===== src/rtl/square_finder.sv =====
// square_finder: sequential integer squarer.
// Builds root^2 by summing the first `root` odd numbers (1 + 3 + 5 + ...),
// the same odd-increment recurrence used by the square-root finder, so the
// two blocks can be chained for a round-trip check.
// Controller and datapath share one module, with a go/busy/done handshake.
// W must be at least 2 so that the odd term can be zero-extended to 2W bits.

module square_finder #(
    parameter int W = 4
) (
    input  logic           clk,
    input  logic           clr,
    input  logic           go,
    input  logic [W-1:0]   root,
    output logic           busy,
    output logic           done,
    output logic [2*W-1:0] sq
);

    typedef enum logic [1:0] {
        IDLE = 2'd0,
        ADD  = 2'd1,
        DONE = 2'd2
    } state_t;

    state_t         state;
    logic [W-1:0]   n_q;
    logic [W-1:0]   cnt_q;
    logic [W:0]     del_q;
    logic [2*W-1:0] acc_q;
    logic [2*W-1:0] sq_q;
    logic           busy_q;
    logic           done_q;

    // Controller and datapath: capture the operand, add odd terms until the count reaches the root, publish the sum.
    always_ff @(posedge clk or negedge clr) begin
        if (!clr) begin
            state  <= IDLE;
            n_q    <= '0;
            cnt_q  <= '0;
            del_q  <= '0;
            acc_q  <= '0;
            sq_q   <= '0;
            busy_q <= 1'b0;
            done_q <= 1'b0;
        end else begin
            case (state)
                IDLE: begin
                    if (go) begin
                        n_q    <= root;
                        acc_q  <= '0;
                        del_q  <= (W+1)'(1);
                        cnt_q  <= '0;
                        state  <= ADD;
                        busy_q <= 1'b1;
                        done_q <= 1'b0;
                    end
                end
                ADD: begin
                    if (cnt_q == n_q) begin
                        sq_q   <= acc_q;
                        state  <= DONE;
                        done_q <= 1'b1;
                    end else begin
                        acc_q <= acc_q + {{(W-1){1'b0}}, del_q};
                        del_q <= del_q + (W+1)'(2);
                        cnt_q <= cnt_q + W'(1);
                    end
                end
                DONE: begin
                    state  <= IDLE;
                    busy_q <= 1'b0;
                    done_q <= 1'b0;
                end
                default: begin
                    state  <= IDLE;
                    busy_q <= 1'b0;
                    done_q <= 1'b0;
                end
            endcase
        end
    end

    assign busy = busy_q;
    assign done = done_q;
    assign sq   = sq_q;

endmodule


===== config.mk =====
export PLATFORM = sky130hd
export DESIGN_NAME = square_finder
export DESIGN_NICKNAME = d
export VERILOG_FILES = /design/src/rtl/square_finder.sv
export SDC_FILE = /design/constraint.sdc
export NUM_CORES = 1
export LEC_CHECK = 0
export ABC_AREA = 1
export CAP_MARGIN = 40
export CELL_PAD_IN_SITES_DETAIL_PLACEMENT = 0
export CELL_PAD_IN_SITES_GLOBAL_PLACEMENT = 1
export CORE_MARGIN = 3
export CORE_UTILIZATION = 30
export CTS_BUF_LIST = sky130_fd_sc_hd__clkbuf_4
export DETAILED_ROUTE_END_ITERATION = 12
export PLACE_DENSITY = 0.7
export SLEW_MARGIN = 10
export SYNTH_ARGS = -nofsm -noshare
export SYNTH_HDL_FRONTEND = slang
export SYNTH_SLANG_ARGS = --single-unit

===== constraint.sdc =====
create_clock -name clk -period 1.9 [get_ports clk]
set_input_delay 0.285 -clock clk [delete_from_list [all_inputs] [get_ports clk]]
set_output_delay 0.285 -clock clk [all_outputs]
set_load 0.01 [all_outputs]

==> metrics.txt, run 1 <==
Placement Setup Slack 0.225 ns; clock tree sinks 32; vias in the first global route 1,245; finished layout cell area around 0.002 mm^2; Hold Fails Final Rpt 0; global-route wire length before repair 5910 um; Cell Chain, Critical Path ha_1 -> fa_1 -> nand2_1 -> nand2_1 -> nand3b_1 -> nand3_1 -> nand2_1 -> inv_1 -> nand3_1 -> nand2_1; number of nets still failing antenna checks after routing 0; unrepaired setup endpoints after global routing no; number of remaining DRC errors 0; count of mapped cells out of synthesis a little under 200; Num CTS Buffers 5; layout cell share with drive strength beyond 1 a little over a tenth; post-route fraction of the period consumed by the critical path 89.7%; number of rows in the core area 26; Avg Inst Size Synth 8.40 um^2; worst ir drop on vdd 0.570 mV; post-route core utilization 37.9%; Worst Path Buf+Inv 1; post-synth design cell area 0.00165 mm^2; Fmax 587 MHz; cell type of the slowest stage on the worst timing path sky130_fd_sc_hd__fa_1; number of antenna violations at the first check in global routing 0; number of maximum-capacitance violations 0; number of resized instances in the post-cts repair step 0; layout net count ~230; final worst-path setup slack 0.196 ns; dominant register cell in the synthesized netlist sky130_fd_sc_hd__dfrtp_1; CTS Buffer Depth 2; run status completed; Port Buffers 16; post-CTS setup buffers 0; crit path launch type flip-flop; Std-Cell Core Area 0.00520 mm^2; Worst path max stage delay 0.41 ns; clock tree from TritonCTS done; clock transition at the registers of the reported paths 0.10 ns; most common cell in the netlist sky130_fd_sc_hd__nand2_1; met2 capacity usage during global routing 17.9%; number of levels in the clock H-tree 2; Slew Viols, Final 0; global routing usage on met1 16.0%; synth top area cells sky130_fd_sc_hd__dfrtp_1, sky130_fd_sc_hd__nand2_1, sky130_fd_sc_hd__inv_1; cell at the root of the clock tree sky130_fd_sc_hd__clkbuf_4; aggregate global routing overflow 0; Final setup violation count 0; area growth from synthesis to layout 19.2%; final setup skew 0.00820 ns; Non-Filler Instances 290; First DRT Iteration DRCs 61; via count normalized by instance count roughly 4.4; most repeated library cell on the critical path sky130_fd_sc_hd__nand2_1; power per standard cell area 1660 mW/mm^2; class of the most critical hold timing path input pin to async pin; yosys synthesis warning count 0; proportion of synthesized chip area in sequential cells 48.4%; HPWL Detailed 2330 um; source-to-sink clock delay at the later pin of the worst-skew pair 0.33 ns; maximum fanout along the worst path 3; placed inst area ~0.0019 mm^2; Rel. slew slack between 70% and 80%; maximum number of pins on one net before global-route repair 33; area leader, netlist sky130_fd_sc_hd__dfrtp_1; WS Path Type flip-flop to flip-flop; hold-fix buffers at CTS 0; gr usage total 12.0%; Most Used Layer, Global Route met2; family with the most delay on the worst path adder cells; Tightest Pin Transition 0.417 ns; register bit count reported by yosys 32; Req. time, crit path around 2.1 ns; I/O pins 17; asr flop ratio synth 100%; setup TNS 0 ns; Avg WL per Cell 11.2 um; share of Yosys cell area claimed by the top area cell type 48.4%; last weighted congestion value of the routability-driven placer 0.800; Net Count, Synth 212; Total Routed Length 3250 um; DP Cell Count 282; met3 track demand over resource 3.36%; die extent in y between 80 and 90 um; Vias about 1,300; area of the die 0.00644 mm^2; total inserted antenna cells 0; arrival time of the worst setup path 1.93 ns; LEAKAGE 0.000995 uW; number of different library cells in the post-synthesis netlist 27; commonest cells in the netlist sky130_fd_sc_hd__nand2_1, sky130_fd_sc_hd__dfrtp_1, sky130_fd_sc_hd__inv_1; number of enable flip-flop cells after synthesis 0; iteration count of the initial detailed-routing pass 4; die width 80.3 um; Initial Util 31.8%; minimum clock period after layout 1.70 ns; type of destination of the critical path flip-flop
worst reg2reg max path, cell delays in order (launching register included):
cell and delay, ns:
sky130_fd_sc_hd__dfrtp_1 0.40, sky130_fd_sc_hd__ha_1 0.22, sky130_fd_sc_hd__fa_1 0.41, sky130_fd_sc_hd__nand2_1 0.08, sky130_fd_sc_hd__nand2_1 0.08, sky130_fd_sc_hd__nand3b_1 0.12
sky130_fd_sc_hd__nand3_1 0.07, sky130_fd_sc_hd__nand2_1 0.07, sky130_fd_sc_hd__inv_1 0.03, sky130_fd_sc_hd__nand3_1 0.06, sky130_fd_sc_hd__nand2_1 0.06
layer usage:
layer / wire (um) / share of wire (%) / up-vias
met5: 0 / 0 / -
met1: 1650 / 51 / 567
li1: - / - / 667
met2: 1420 / 44 / 19
met4: 81 / 2.5 / 0
met3: 93 / 2.9 / 9
worst paths after layout:
check	start	to	slack [ns]	cells after the start
hold reg to reg	sq[2]$_DFFE_PN0P_	sq[2]$_DFFE_PN0P_	0.49	2
hold / removal	clr	sq[5]$_DFFE_PN0P_	0.34	2
setup reg to reg	del_q[0]$_DFFE_PN0P_	acc_q[6]$_DFFE_PN0P_	0.20	10
max in group asynchronous	clr	acc_q[5]$_DFFE_PN0P_	1.26	2
setup / recovery	del_q[0]$_DFFE_PN0P_	acc_q[6]$_DFFE_PN0P_	0.20	10
min in group clk	sq[2]$_DFFE_PN0P_	sq[2]$_DFFE_PN0P_	0.49	2
cells by family (layout without fill, tap and decap cells):
logic type | Yosys count | count (layout) | synth area share (%)
buffers and inverters | 33 | 56 | 8.02
AOI/OAI and AO/OA | 28 | 28 | 9.76
adders and majority gates | 8 | 8 | 6.51
DFF | 32 | 32 | 48.4
xor gates and xnor gates | 5 | 5 | 2.65
and+or+nand+nor | 91 | 91 | 24.7
where the power goes:
| group | switching, uW | leakage, uW | total, uW | internal, uW |
|---|---|---|---|---|
| registers | 199 | 0.000408 | 1140 | 936 |
| clock network | 233 | 0.0000403 | 502 | 269 |
| logic | 998 | 0.000546 | 1640 | 640 |
| total | 1430 | 0.000995 | 3280 | 1850 |
area by class of cell:
type,instances,area [um^2]
clock buffer,5,37.5
clock inverter,3,37.5
fill,553,3230
inverter,30,113
multi-input combinational,132,721
sequential,32,801
tap,70,87.6
timing repair buffer,18,175
registers in the layout (all words and copies together) (netlist names):
register / flops
del_q: 5
sq: 8
acc_q: 8
state: 2
cnt_q: 4
n_q: 4
busy: 1
placed cells by master (no fill, tap or decap), types with 4 or more instances in the layout:
master                            netlist  routed
sky130_fd_sc_hd__dfrtp_1               32      32
sky130_fd_sc_hd__clkdlybuf4s50_1        0      16
sky130_fd_sc_hd__clkbuf_4               0       5
sky130_fd_sc_hd__o21ai_0               16      16
sky130_fd_sc_hd__nor2_1                 5       5
sky130_fd_sc_hd__nand3_1               17      17
sky130_fd_sc_hd__inv_1                 26      26
sky130_fd_sc_hd__o21ai_1                6       6
sky130_fd_sc_hd__xor2_1                 4       4
sky130_fd_sc_hd__ha_1                   7       7
sky130_fd_sc_hd__nand2_1               57      57
sky130_fd_sc_hd__inv_2                  4       4
per-stage QoR:
step / power, uW / hold slack [ns]
2_1_floorplan: 2350 / -0.0106
3_3_place_gp: 2790 / 0.456
3_5_place_dp: 2810 / 0.471
4_1_cts: 3330 / 0.345
5_1_grt: 3650 / 0.355
6_report: 3280 / 0.343
No activity file was read; power rests on OpenSTA's default activity.
==> run 2: changes to the inputs <==
--- a/config.mk
+++ b/config.mk
@@ -16,2 +16,3 @@
 export PLACE_DENSITY = 0.7
+export REMOVE_ABC_BUFFERS = 1
 export SLEW_MARGIN = 10
==> constraint.sdc (replaced) <==
create_clock -name clk -period 1.9 [get_ports clk]
set_input_delay 0.38 -clock clk [delete_from_list [all_inputs] [get_ports clk]]
set_output_delay 0.38 -clock clk [all_outputs]
set_load 0.01 [all_outputs]
==> run 2 against run 1 <==
  * Final cell count fell by 0.34%
  * Fmax rose by 0.82%
  * Clock skew rose by 0.0021 ns
  * Non-clock buffer count did not move
  * Largest cell class unchanged
  * Highest routed layer unchanged
==> metrics.txt, run 2 (synthesis results as in run 1) <==
run status completed; critical path depth in cells 1 (-9); post-CTS setup buffers 0 (unchanged); power per standard cell area 1600 mW/mm^2 (-3.4%); hold-fix buffers at CTS 0 (unchanged); Rel. slew slack 72.0% (-0.17 points); family with the most delay on the worst path buffers and inverters; most common cell after layout, fill and taps aside sky130_fd_sc_hd__nand2_1; Hold Fails Final Rpt 0 (unchanged); WS Path Type flip-flop to output pin; layout cell share with drive strength beyond 1 11.4% (+0.51 points); Vias 1,245 (-1.3%); crit path launch type flip-flop; number of antenna violations at the first check in global routing 0 (unchanged); class of the most critical hold timing path input pin to async pin; iteration count of the initial detailed-routing pass 4 (unchanged); Cell Chain, Critical Path clkdlybuf4s50_1; LEAKAGE 0.000986 uW (-0.88%); final worst-path setup slack 0.210 ns (+0.0138 ns); most frequent cells in the layout sky130_fd_sc_hd__nand2_1, sky130_fd_sc_hd__dfrtp_1, sky130_fd_sc_hd__inv_1; Placement Setup Slack 0.228 ns (+0.00297 ns); Non-Filler Instances 289 (-0.34%); maximum number of pins on one net before global-route repair 33 (unchanged); layout net count 234 (unchanged); aggregate global routing overflow 0 (unchanged); minimum clock period after layout 1.69 ns (-0.0138 ns); die width 80.3 um (unchanged); First DRT Iteration DRCs 28 (-54%); Worst path max stage delay 0.56 ns (+0.15 ns); Avg WL per Cell 10.8 um (-3.3%); r2r setup slk 0.23 ns (+0.03 ns); maximum fanout along the worst path 5 (+2); number of maximum-capacitance violations 0 (unchanged); number of levels in the clock H-tree 2 (unchanged); Req. time, crit path 1.52 ns (-0.60 ns); clock tree sinks 32 (unchanged); Tightest Pin Transition 0.420 ns (+0.00248 ns); post-route fraction of the period consumed by the critical path 89.0% (-0.73 points); Fmax 592 MHz (+0.82%); Final Total Pwr 3120 uW (-4.7%); HPWL Detailed 2250 um (-3.4%); arrival time of the worst setup path 1.31 ns (-0.62 ns); area of the die 0.00644 mm^2 (unchanged); global-route wire length before repair 5420 um (-8.2%); number of nets still failing antenna checks after routing 0 (unchanged); Std-Cell Core Area 0.00520 mm^2 (unchanged); final setup skew 0.0103 ns (+0.00206 ns); die extent in y 80.3 um (unchanged); unrepaired setup endpoints after global routing no; Num CTS Buffers 5 (unchanged); clock tree from TritonCTS done; Port Buffers 16 (unchanged); Worst Path Buf+Inv 1 (unchanged); Initial Util 31.8% (unchanged); CTS Buffer Depth 2 (unchanged); last weighted congestion value of the routability-driven placer 0.712 (-11%); DP Cell Count 282 (unchanged); area growth from synthesis to layout 17.7%; number of rows in the core area 26 (unchanged); Worst R2R Path Depth 10 (unchanged); worst flop-to-flop path startpoint del_q[0]$_DFFE_PN0P_; gr usage total 11.0% (-1.0 points); cell type of the slowest stage on the worst timing path sky130_fd_sc_hd__clkdlybuf4s50_1; vias in the first global route 1,193 (-4.2%); number of resized instances in the post-cts repair step 0 (unchanged); total inserted antenna cells 0 (unchanged); type of destination of the critical path output pin; count of fill cells added during filler insertion 563 (+1.8%); Total Routed Length 3130 um (-3.6%); cell at the root of the clock tree sky130_fd_sc_hd__clkbuf_4; source-to-sink clock delay at the later pin of the worst-skew pair 0.33 ns (about the same); clock transition at the registers of the reported paths 0.10 ns (about the same); number of remaining DRC errors 0 (unchanged); minimum hold slack 0.436 ns (+0.0928 ns); Slew Viols, Final 0 (unchanged); RR Endpoint acc_q[6]$_DFFE_PN0P_; worst ir drop on vdd 0.694 mV (+22%); via count normalized by instance count 4.31 (-1.0%); Final setup violation count 0 (unchanged); setup TNS 0 ns (unchanged); I/O pins 17 (unchanged)
## run 2: routing by layer
| layer | global-route usage [%] | up-vias | routed length, um |
|---|---|---|---|
| met5 | 0 | - | 0 |
| met4 | 4.56 | 0 | 45 |
| met3 | 3.14 | 6 | 131 |
| met2 | 17.7 | 21 | 1410 |
| met1 | 13.6 | 554 | 1540 |
| li1 | - | 664 | - |
## run 2: layout make-up
cell class                      instances  area, um^2  share of cell area (%)
Clock buffer                            6        45.0                    2.31
Clock inverter                          1        5.00                   0.257
Inverter                               30         113                    5.78
Multi-Input combinational cell        132         721                    37.0
Sequential cell                        32         801                    41.1
Tap cell                               70        87.6                    4.50
Timing Repair Buffer                   18         175                    9.00
## run 2: worst max-delay path by stage
stage | start | to | slack (ns)
2_1_floorplan | del_q[0]$_DFFE_PN0P_ | acc_q[6]$_DFFE_PN0P_ | 0.35
3_3_place_gp | del_q[0]$_DFFE_PN0P_ | acc_q[6]$_DFFE_PN0P_ | 0.27
3_5_place_dp | del_q[0]$_DFFE_PN0P_ | acc_q[6]$_DFFE_PN0P_ | 0.23
4_1_cts | state[1]$_DFFE_PN0P_ | done | 0.18
5_1_grt | del_q[0]$_DFFE_PN0P_ | acc_q[6]$_DFFE_PN0P_ | 0.11
6_report | state[1]$_DFFE_PN0P_ | done | 0.21
## run 2: through the flow
stage / instance area (um^2) / util (%)
after global routing: 1950 / 37.4
after floorplan: 1630 / -
after detailed placement: 1900 / 36.4
after global placement: 1900 / 36.4
final: 1950 / 37.4
after CTS: 1950 / 37.4
## run 2: where the power goes
| part | leakage, uW | internal (uW) | switching [uW] |
|---|---|---|---|
| combinational | 0.000546 | 642 | 986 |
| sequential | 0.000408 | 936 | 188 |
| clock | 0.0000315 | 150 | 220 |
